### src/rtl/shift_writeback_buffer_if.sv
// rtl/shift_writeback_buffer_if.sv - producer, register-file port, bypass and flag signals of the writeback buffer
interface shift_writeback_buffer_if #(
  parameter int WIDTH = 16,
  parameter int AW    = 3
);
  logic             in_valid;
  logic             in_ready;
  logic [WIDTH-1:0] in_result;
  logic [WIDTH-1:0] in_operand;
  logic [3:0]       in_shamt;
  logic [AW-1:0]    in_dest;
  logic             rf_wstall;
  logic             rf_we;
  logic [AW-1:0]    rf_waddr;
  logic [WIDTH-1:0] rf_wdata;
  logic [AW-1:0]    query_addr;
  logic             query_hit;
  logic [WIDTH-1:0] query_data;
  logic             flag_z;
  logic             flag_n;
  logic             flag_c;
  logic             flag_valid;

  modport master (
    output in_valid, in_result, in_operand, in_shamt, in_dest, rf_wstall, query_addr,
    input  in_ready, rf_we, rf_waddr, rf_wdata, query_hit, query_data,
    input  flag_z, flag_n, flag_c, flag_valid
  );

  modport slave (
    input  in_valid, in_result, in_operand, in_shamt, in_dest, rf_wstall, query_addr,
    output in_ready, rf_we, rf_waddr, rf_wdata, query_hit, query_data,
    output flag_z, flag_n, flag_c, flag_valid
  );
endinterface

### src/rtl/shift_writeback_buffer.sv
// rtl/shift_writeback_buffer.sv - two-entry writeback FIFO with youngest-match bypass lookup
// Define SHIFT_WRITEBACK_FLAGS_EN to build the zero/negative/carry flags of committed results.
module shift_writeback_buffer #(
  parameter int WIDTH = 16,
  parameter int AW    = 3
) (
  input  logic                    clk,
  input  logic                    reset,
  shift_writeback_buffer_if.slave bus
);
  logic [WIDTH-1:0] mem_result [2];
  logic [AW-1:0]    mem_dest   [2];
  logic [1:0]       count;
  logic             head;
  logic             tail;
  logic             push;
  logic             pop;
  logic             young;
  logic             hit_young;
  logic             hit_old;

  assign bus.in_ready = (count != 2'd2);
  assign push         = bus.in_valid && bus.in_ready;
  assign pop          = (count != 2'd0) && !bus.rf_wstall;
  assign bus.rf_we    = pop;
  assign bus.rf_waddr = mem_dest[head];
  assign bus.rf_wdata = mem_result[head];

  always_ff @(posedge clk) begin
    if (reset) begin
      count <= 2'd0;
      head  <= 1'b0;
      tail  <= 1'b0;
      for (int i = 0; i < 2; i++) begin
        mem_result[i] <= '0;
        mem_dest[i]   <= '0;
      end
    end else begin
      if (push) begin
        mem_result[tail] <= bus.in_result;
        mem_dest[tail]   <= bus.in_dest;
        tail             <= ~tail;
      end
      if (pop) begin
        head <= ~head;
      end
      case ({push, pop})
        2'b10:   count <= count + 2'd1;
        2'b01:   count <= count - 2'd1;
        default: count <= count;
      endcase
    end
  end

  // With two entries the one behind the tail is the younger; with one it is also the head.
  always_comb begin
    young          = ~tail;
    hit_young      = (count != 2'd0) && (mem_dest[young] == bus.query_addr);
    hit_old        = (count == 2'd2) && (mem_dest[head] == bus.query_addr);
    bus.query_hit  = hit_young || hit_old;
    bus.query_data = '0;
    if (hit_young) begin
      bus.query_data = mem_result[young];
    end else if (hit_old) begin
      bus.query_data = mem_result[head];
    end
  end

`ifdef SHIFT_WRITEBACK_FLAGS_EN
  logic       mem_c [2];
  logic [3:0] shamt_m1;
  logic       carry_in;
  logic       fz_q;
  logic       fn_q;
  logic       fc_q;
  logic       fv_q;

  // Carry is the last bit shifted out, captured while the unshifted operand is still available.
  assign shamt_m1 = bus.in_shamt - 4'd1;
  assign carry_in = (bus.in_shamt != 4'd0) ? bus.in_operand[shamt_m1] : 1'b0;

  always_ff @(posedge clk) begin
    if (reset) begin
      mem_c[0] <= 1'b0;
      mem_c[1] <= 1'b0;
      fz_q     <= 1'b0;
      fn_q     <= 1'b0;
      fc_q     <= 1'b0;
      fv_q     <= 1'b0;
    end else begin
      if (push) begin
        mem_c[tail] <= carry_in;
      end
      fv_q <= pop;
      if (pop) begin
        fz_q <= (mem_result[head] == '0);
        fn_q <= mem_result[head][WIDTH-1];
        fc_q <= mem_c[head];
      end
    end
  end

  assign bus.flag_z     = fz_q;
  assign bus.flag_n     = fn_q;
  assign bus.flag_c     = fc_q;
  assign bus.flag_valid = fv_q;
`else
  logic unused_flag_inputs;
  assign unused_flag_inputs = ^{bus.in_operand, bus.in_shamt};
  assign bus.flag_z     = 1'b0;
  assign bus.flag_n     = 1'b0;
  assign bus.flag_c     = 1'b0;
  assign bus.flag_valid = 1'b0;
`endif
endmodule

### src/flat_wrapper.sv
// flat-port wrapper written by rule: the top's interface ports become plain ports
module shift_writeback_buffer_flat 
#(
  parameter int WIDTH = 16,
  parameter int AW    = 3
)
  (clk, reset, bus_in_valid, bus_in_result, bus_in_operand, bus_in_shamt, bus_in_dest, bus_rf_wstall, bus_query_addr, bus_in_ready, bus_rf_we, bus_rf_waddr, bus_rf_wdata, bus_query_hit, bus_query_data, bus_flag_z, bus_flag_n, bus_flag_c, bus_flag_valid);
  shift_writeback_buffer_if #(.WIDTH(WIDTH), .AW(AW)) bus_i ();
  input  logic clk;
  input  logic reset;
  input wire logic [$bits(bus_i.in_valid)-1:0] bus_in_valid;
  input wire logic [$bits(bus_i.in_result)-1:0] bus_in_result;
  input wire logic [$bits(bus_i.in_operand)-1:0] bus_in_operand;
  input wire logic [$bits(bus_i.in_shamt)-1:0] bus_in_shamt;
  input wire logic [$bits(bus_i.in_dest)-1:0] bus_in_dest;
  input wire logic [$bits(bus_i.rf_wstall)-1:0] bus_rf_wstall;
  input wire logic [$bits(bus_i.query_addr)-1:0] bus_query_addr;
  output wire logic [$bits(bus_i.in_ready)-1:0] bus_in_ready;
  output wire logic [$bits(bus_i.rf_we)-1:0] bus_rf_we;
  output wire logic [$bits(bus_i.rf_waddr)-1:0] bus_rf_waddr;
  output wire logic [$bits(bus_i.rf_wdata)-1:0] bus_rf_wdata;
  output wire logic [$bits(bus_i.query_hit)-1:0] bus_query_hit;
  output wire logic [$bits(bus_i.query_data)-1:0] bus_query_data;
  output wire logic [$bits(bus_i.flag_z)-1:0] bus_flag_z;
  output wire logic [$bits(bus_i.flag_n)-1:0] bus_flag_n;
  output wire logic [$bits(bus_i.flag_c)-1:0] bus_flag_c;
  output wire logic [$bits(bus_i.flag_valid)-1:0] bus_flag_valid;
  assign bus_i.in_valid = bus_in_valid;
  assign bus_i.in_result = bus_in_result;
  assign bus_i.in_operand = bus_in_operand;
  assign bus_i.in_shamt = bus_in_shamt;
  assign bus_i.in_dest = bus_in_dest;
  assign bus_i.rf_wstall = bus_rf_wstall;
  assign bus_i.query_addr = bus_query_addr;
  assign bus_in_ready = bus_i.in_ready;
  assign bus_rf_we = bus_i.rf_we;
  assign bus_rf_waddr = bus_i.rf_waddr;
  assign bus_rf_wdata = bus_i.rf_wdata;
  assign bus_query_hit = bus_i.query_hit;
  assign bus_query_data = bus_i.query_data;
  assign bus_flag_z = bus_i.flag_z;
  assign bus_flag_n = bus_i.flag_n;
  assign bus_flag_c = bus_i.flag_c;
  assign bus_flag_valid = bus_i.flag_valid;
  shift_writeback_buffer #(.WIDTH(WIDTH), .AW(AW)) u_core (.clk(clk), .reset(reset), .bus(bus_i));
endmodule
### config.mk
export PLATFORM = sky130hd
export DESIGN_NAME = shift_writeback_buffer_flat
export DESIGN_NICKNAME = d
export VERILOG_FILES = /design/src/rtl/shift_writeback_buffer_if.sv /design/src/rtl/shift_writeback_buffer.sv /design/src/flat_wrapper.sv
export SDC_FILE = /design/constraint.sdc
export NUM_CORES = 1
export LEC_CHECK = 0
export BUFFER_PORTS_ARGS = -buffer_cell sky130_fd_sc_hd__buf_2
export CORE_AREA = 2 2 59 83
export DETAILED_ROUTE_END_ITERATION = 10
export DIE_AREA = 0 0 61 85
export GPL_ROUTABILITY_DRIVEN = 0
export PLACE_DENSITY = 0.9
export SLEW_MARGIN = 40
export SYNTH_ARGS = -nofsm -noshare
export SYNTH_HDL_FRONTEND = slang
export SYNTH_SLANG_ARGS = --single-unit
### constraint.sdc
create_clock -name clk -period 4.43 [get_ports clk]
set_input_delay 0.6645 -clock clk [delete_from_list [all_inputs] [get_ports clk]]
set_output_delay 0.6645 -clock clk [all_outputs]
set_load 0.01 [all_outputs]
==> metrics.txt <==
# TYPE chip_impl_metric gauge
chip_impl_metric{name="cts.repair_timing.setup_buffer_count",unit=""} 0
chip_impl_metric{name="clock_tree.htree_level_count",unit=""} 2
chip_impl_metric{name="worst_skew_pair.late_latency",unit="ps"} 280
chip_impl_metric{name="layout.filler_cells",unit=""} 375
chip_impl_metric{name="grt_overflow_total",unit=""} 0
chip_impl_metric{name="antenna_left",unit=""} 0
chip_impl_metric{name="wl_per_cell",unit="um"} 13.97
chip_impl_info{name="critical-path-top-delay-family",value="multiplexers"} 1
chip_impl_metric{name="dp.final_hpwl",unit="um"} 3024
chip_impl_metric{name="place.port_buffers",unit=""} 63
chip_impl_info{name="ys_dominant_reg_cell",value="sky130_fd_sc_hd__edfxtp_1"} 1
chip_impl_metric{name="grt_use_total",unit="%"} 17.61
chip_impl_metric{name="drtPass1Iterations",unit=""} 4
chip_impl_info{name="hp-class",value="flop to flop"} 1
chip_impl_metric{name="post_layout_min_period",unit="ps"} 3483
chip_impl_info{name="worstPathCellList",value="mux2i_1, xnor2_1, or4_4, mux2i_4, a22o_1, buf_2"} 1
chip_impl_metric{name="post_route_setup_slack",unit="ps"} 946.5
chip_impl_metric{name="antenna_found_initial",unit=""} 0
chip_impl_metric{name="max-clock-path-buffers",unit=""} 2
chip_impl_info{name="path_class",value="flop to primary output"} 1
chip_impl_info{name="kind_of_start_point_of_the_critical_path",value="flop"} 1
chip_impl_metric{name="ir_worst_vdd",unit="mV"} 0.2892
chip_impl_metric{name="clk_transition_reported_paths",unit="ps"} 70
chip_impl_metric{name="synth_cell_types",unit=""} 33
chip_impl_metric{name="die_w",unit="um"} 61
chip_impl_metric{name="setup_viol",unit=""} 0
chip_impl_info{name="hold_path_startpoint",value="u_core.head"} 1
chip_impl_metric{name="static_power_due_to_leakage",unit="nW"} 1.187
chip_impl_metric{name="ctsResizeCount",unit=""} 0
chip_impl_metric{name="final_nets",unit=""} 282
chip_impl_metric{name="tightestPinTransition",unit="ps"} 588.0
chip_impl_metric{name="numCtsBuffers",unit=""} 5
chip_impl_metric{name="layout-area-overhead-vs-synth",unit="%"} 19.83
chip_impl_metric{name="fin_worst_skew",unit="ps"} 6.793
chip_impl_info{name="rsz0062_at_grt",value="false"} 1
chip_impl_info{name="status",value="complete, no violations"} 1
chip_impl_metric{name="syn-instance-count",unit=""} 173
chip_impl_metric{name="synth.ff_latch_count",unit=""} 43
chip_impl_info{name="crit-reg2reg-capture",value="u_core.mem_result[1][8]"} 1
chip_impl_metric{name="initial_drc_count",unit=""} 31
chip_impl_metric{name="synthArstFlopShare",unit="%"} 0
chip_impl_metric{name="syn-mean-instance-area",unit="um2"} 12.98
chip_impl_metric{name="number_of_synthesized_flops_with_an_enable_pin",unit=""} 38
chip_impl_metric{name="max_stage_delay",unit="ps"} 680
chip_impl_metric{name="die_area",unit="um2"} 5185
chip_impl_metric{name="final-hold-violation-count",unit=""} 0
chip_impl_metric{name="initial_core_utilization",unit="%"} 50.32
chip_impl_info{name="clk_root_buffer_cell",value="sky130_fd_sc_hd__clkbuf_8"} 1
chip_impl_metric{name="via_count_of_the_first_global_routing_pass",unit=""} 1472
chip_impl_metric{name="io-pin-count",unit=""} 88
chip_impl_metric{name="antenna-diode-count",unit=""} 0
chip_impl_metric{name="fin_tns_setup",unit="ps"} 0
chip_impl_metric{name="crit_buf_inv",unit=""} 1
chip_impl_info{name="r2r_start",value="u_core.count[0]"} 1
chip_impl_info{name="tritoncts",value="yes"} 1
chip_impl_metric{name="core",unit="um2"} 4463
chip_impl_info{name="synth.area.top_cells",value="sky130_fd_sc_hd__edfxtp_1, sky130_fd_sc_hd__and2_1, sky130_fd_sc_hd__mux2_2"} 1
chip_impl_metric{name="max_clock_freq",unit="MHz"} 287.1
chip_impl_metric{name="remaining_drc_errors",unit=""} 0
chip_impl_metric{name="layout_worst_path_cycle_share",unit="%"} 78.63
chip_impl_metric{name="grt_start_max_net_pins",unit=""} 21
chip_impl_info{name="synth_common_cells",value="sky130_fd_sc_hd__and2_1, sky130_fd_sc_hd__edfxtp_1, sky130_fd_sc_hd__mux2_2"} 1
chip_impl_metric{name="cts_num_sinks",unit=""} 43
chip_impl_metric{name="whs_path_depth",unit=""} 2
chip_impl_metric{name="power-per-cell-area",unit="nW/um2"} 465.0
chip_impl_metric{name="worst_ep_arrival_time",unit="ps"} 2820
chip_impl_metric{name="max-slew-margin-rel",unit="%"} 59.96
chip_impl_metric{name="hold_fix_buffers_at_cts",unit=""} 0
chip_impl_info{name="cp_max_delay_cell",value="sky130_fd_sc_hd__dfxtp_1"} 1
chip_impl_metric{name="seq_area_frac_synth",unit="%"} 55.26
chip_impl_metric{name="syn-cell-area",unit="um2"} 2246
chip_impl_metric{name="cp_max_fo",unit=""} 16
chip_impl_metric{name="std_cell_rows",unit=""} 29
chip_impl_metric{name="worstPathRequired",unit="ps"} 3770
chip_impl_info{name="critical_path_endpoint_category",value="primary output"} 1
chip_impl_metric{name="dpl_worst_slack",unit="ps"} 1207
chip_impl_metric{name="r2r_setup_slack",unit="ps"} 2360
chip_impl_metric{name="maximum_capacitance_violations",unit=""} 0
chip_impl_info{name="synth_top_cell_by_area",value="sky130_fd_sc_hd__edfxtp_1"} 1
chip_impl_metric{name="dr_total_vias",unit=""} 1483
chip_impl_metric{name="final_layout_size_suffix_gt1_share",unit="%"} 43.22
chip_impl_metric{name="rr_worst_depth",unit=""} 5
chip_impl_metric{name="count_of_final_max_slew_check_failures",unit=""} 0
chip_impl_metric{name="synth_top_area_share",unit="%"} 50.81
chip_impl_metric{name="postRouteWirelength",unit="um"} 4163
chip_impl_metric{name="detail_route.vias_per_cell",unit=""} 4.977
chip_impl_metric{name="chipHeight",unit="um"} 85
chip_impl_metric{name="grt_first_pass_wirelength",unit="um"} 6665
chip_impl_metric{name="syn_warnings",unit=""} 0
-- cell type report --
cell class	count	area (um2)	area share, %
clock inverter	1	5.005	0.1860
sequential	43	1241	46.12
timing repair buffer	65	330.3	12.27
multi-input combinational	118	953.4	35.43
clock buffer	7	76.32	2.836
tap	62	77.57	2.882
inverter	2	7.507	0.2789
-- stage by stage --
stage | instance area, um2 | util (%) | power [mW] | hold slack [ps] | cells
after global placement | 2596 | 58.17 | 1.014 | 497.0 | 290
after global routing | 2691 | 60.30 | 1.331 | 565.4 | 298
final | 2691 | 60.30 | 1.252 | 524.6 | 298
after floorplan | 2257 | - | 0.8872 | 481.3 | 176
after detailed placement | 2610 | 58.48 | 1.038 | 505.2 | 290
after CTS | 2691 | 60.30 | 1.266 | 526.7 | 298
-- state kept, by name (all words and copies together), names as in the netlist, named ones only --
name and flops:
u_core.mem_dest 6, u_core.tail 1, u_core.count 2, u_core.head 1, u_core.mem_result 32
-- cells by family (layout without fill, tap and decap cells) --
family	after synthesis	after routing	share of synthesized area, %
buf+inv	15	75	4.011
xor+xnor	11	11	4.290
simple gates	57	57	15.27
other cells	1	4	0.1670
fa+ha+maj	1	1	0.5570
compound gates	20	20	7.576
mux	25	25	12.87
flops	43	43	55.26
-- placed cells by master, fill, tap and decap left out --
master / instances
sky130_fd_sc_hd__conb_1: 4
sky130_fd_sc_hd__clkbuf_1: 2
sky130_fd_sc_hd__nand3b_1: 1
sky130_fd_sc_hd__nor2_1: 7
sky130_fd_sc_hd__or4_4: 1
sky130_fd_sc_hd__o21ai_0: 2
sky130_fd_sc_hd__o21bai_4: 1
sky130_fd_sc_hd__a22o_2: 6
sky130_fd_sc_hd__buf_2: 63
sky130_fd_sc_hd__or3b_2: 1
sky130_fd_sc_hd__a21oi_1: 1
sky130_fd_sc_hd__or2_2: 1
sky130_fd_sc_hd__and3_1: 1
sky130_fd_sc_hd__nand2_1: 2
sky130_fd_sc_hd__mux2i_4: 1
sky130_fd_sc_hd__dfxtp_1: 5
sky130_fd_sc_hd__a22o_1: 10
sky130_fd_sc_hd__mux2_2: 17
sky130_fd_sc_hd__clkbuf_8: 5
sky130_fd_sc_hd__nor3b_2: 1
sky130_fd_sc_hd__or3_1: 1
sky130_fd_sc_hd__mux2_4: 1
sky130_fd_sc_hd__nor3_4: 1
sky130_fd_sc_hd__mux2i_1: 6
sky130_fd_sc_hd__buf_4: 2
sky130_fd_sc_hd__xor2_1: 5
sky130_fd_sc_hd__edfxtp_1: 38
sky130_fd_sc_hd__ha_1: 1
sky130_fd_sc_hd__clkinv_2: 1
sky130_fd_sc_hd__xnor2_1: 6
sky130_fd_sc_hd__inv_1: 2
sky130_fd_sc_hd__nand4_1: 1
sky130_fd_sc_hd__nand2b_1: 1
sky130_fd_sc_hd__and2_1: 38
-- tightest hold or removal path, cell delays in order (launching register included) --
cell and delay, ps:
sky130_fd_sc_hd__dfxtp_1 330, sky130_fd_sc_hd__xnor2_1 90, sky130_fd_sc_hd__nor2_1 80
-- worst max path at each step --
stage / start / endpoint / cells after the start
finish: u_core.tail / bus_query_data[14] / 6
global route: u_core.tail / bus_query_data[8] / 6
CTS: u_core.tail / bus_query_data[10] / 6
detailed placement: bus_query_addr[1] / bus_query_data[10] / 7
global placement: bus_query_addr[1] / bus_query_data[10] / 7
floorplan: bus_query_addr[1] / bus_query_data[10] / 6
-- power breakdown --
| part | switching [mW] | internal (mW) | total [mW] |
|---|---|---|---|
| sequential | 0.0669 | 0.526 | 0.593 |
| combinational | 0.215 | 0.214 | 0.430 |
| clock | 0.119 | 0.111 | 0.229 |
| total | 0.401 | 0.850 | 1.25 |
-- metal layers --
layer | GRT usage (%) | routed length [um]
met5 | 0 | 0
met3 | 3.049 | 142
met1 | 18.92 | 1543
met2 | 31.67 | 2381
met4 | 8.696 | 96
Note: power is estimated with default switching activity, not from simulation.
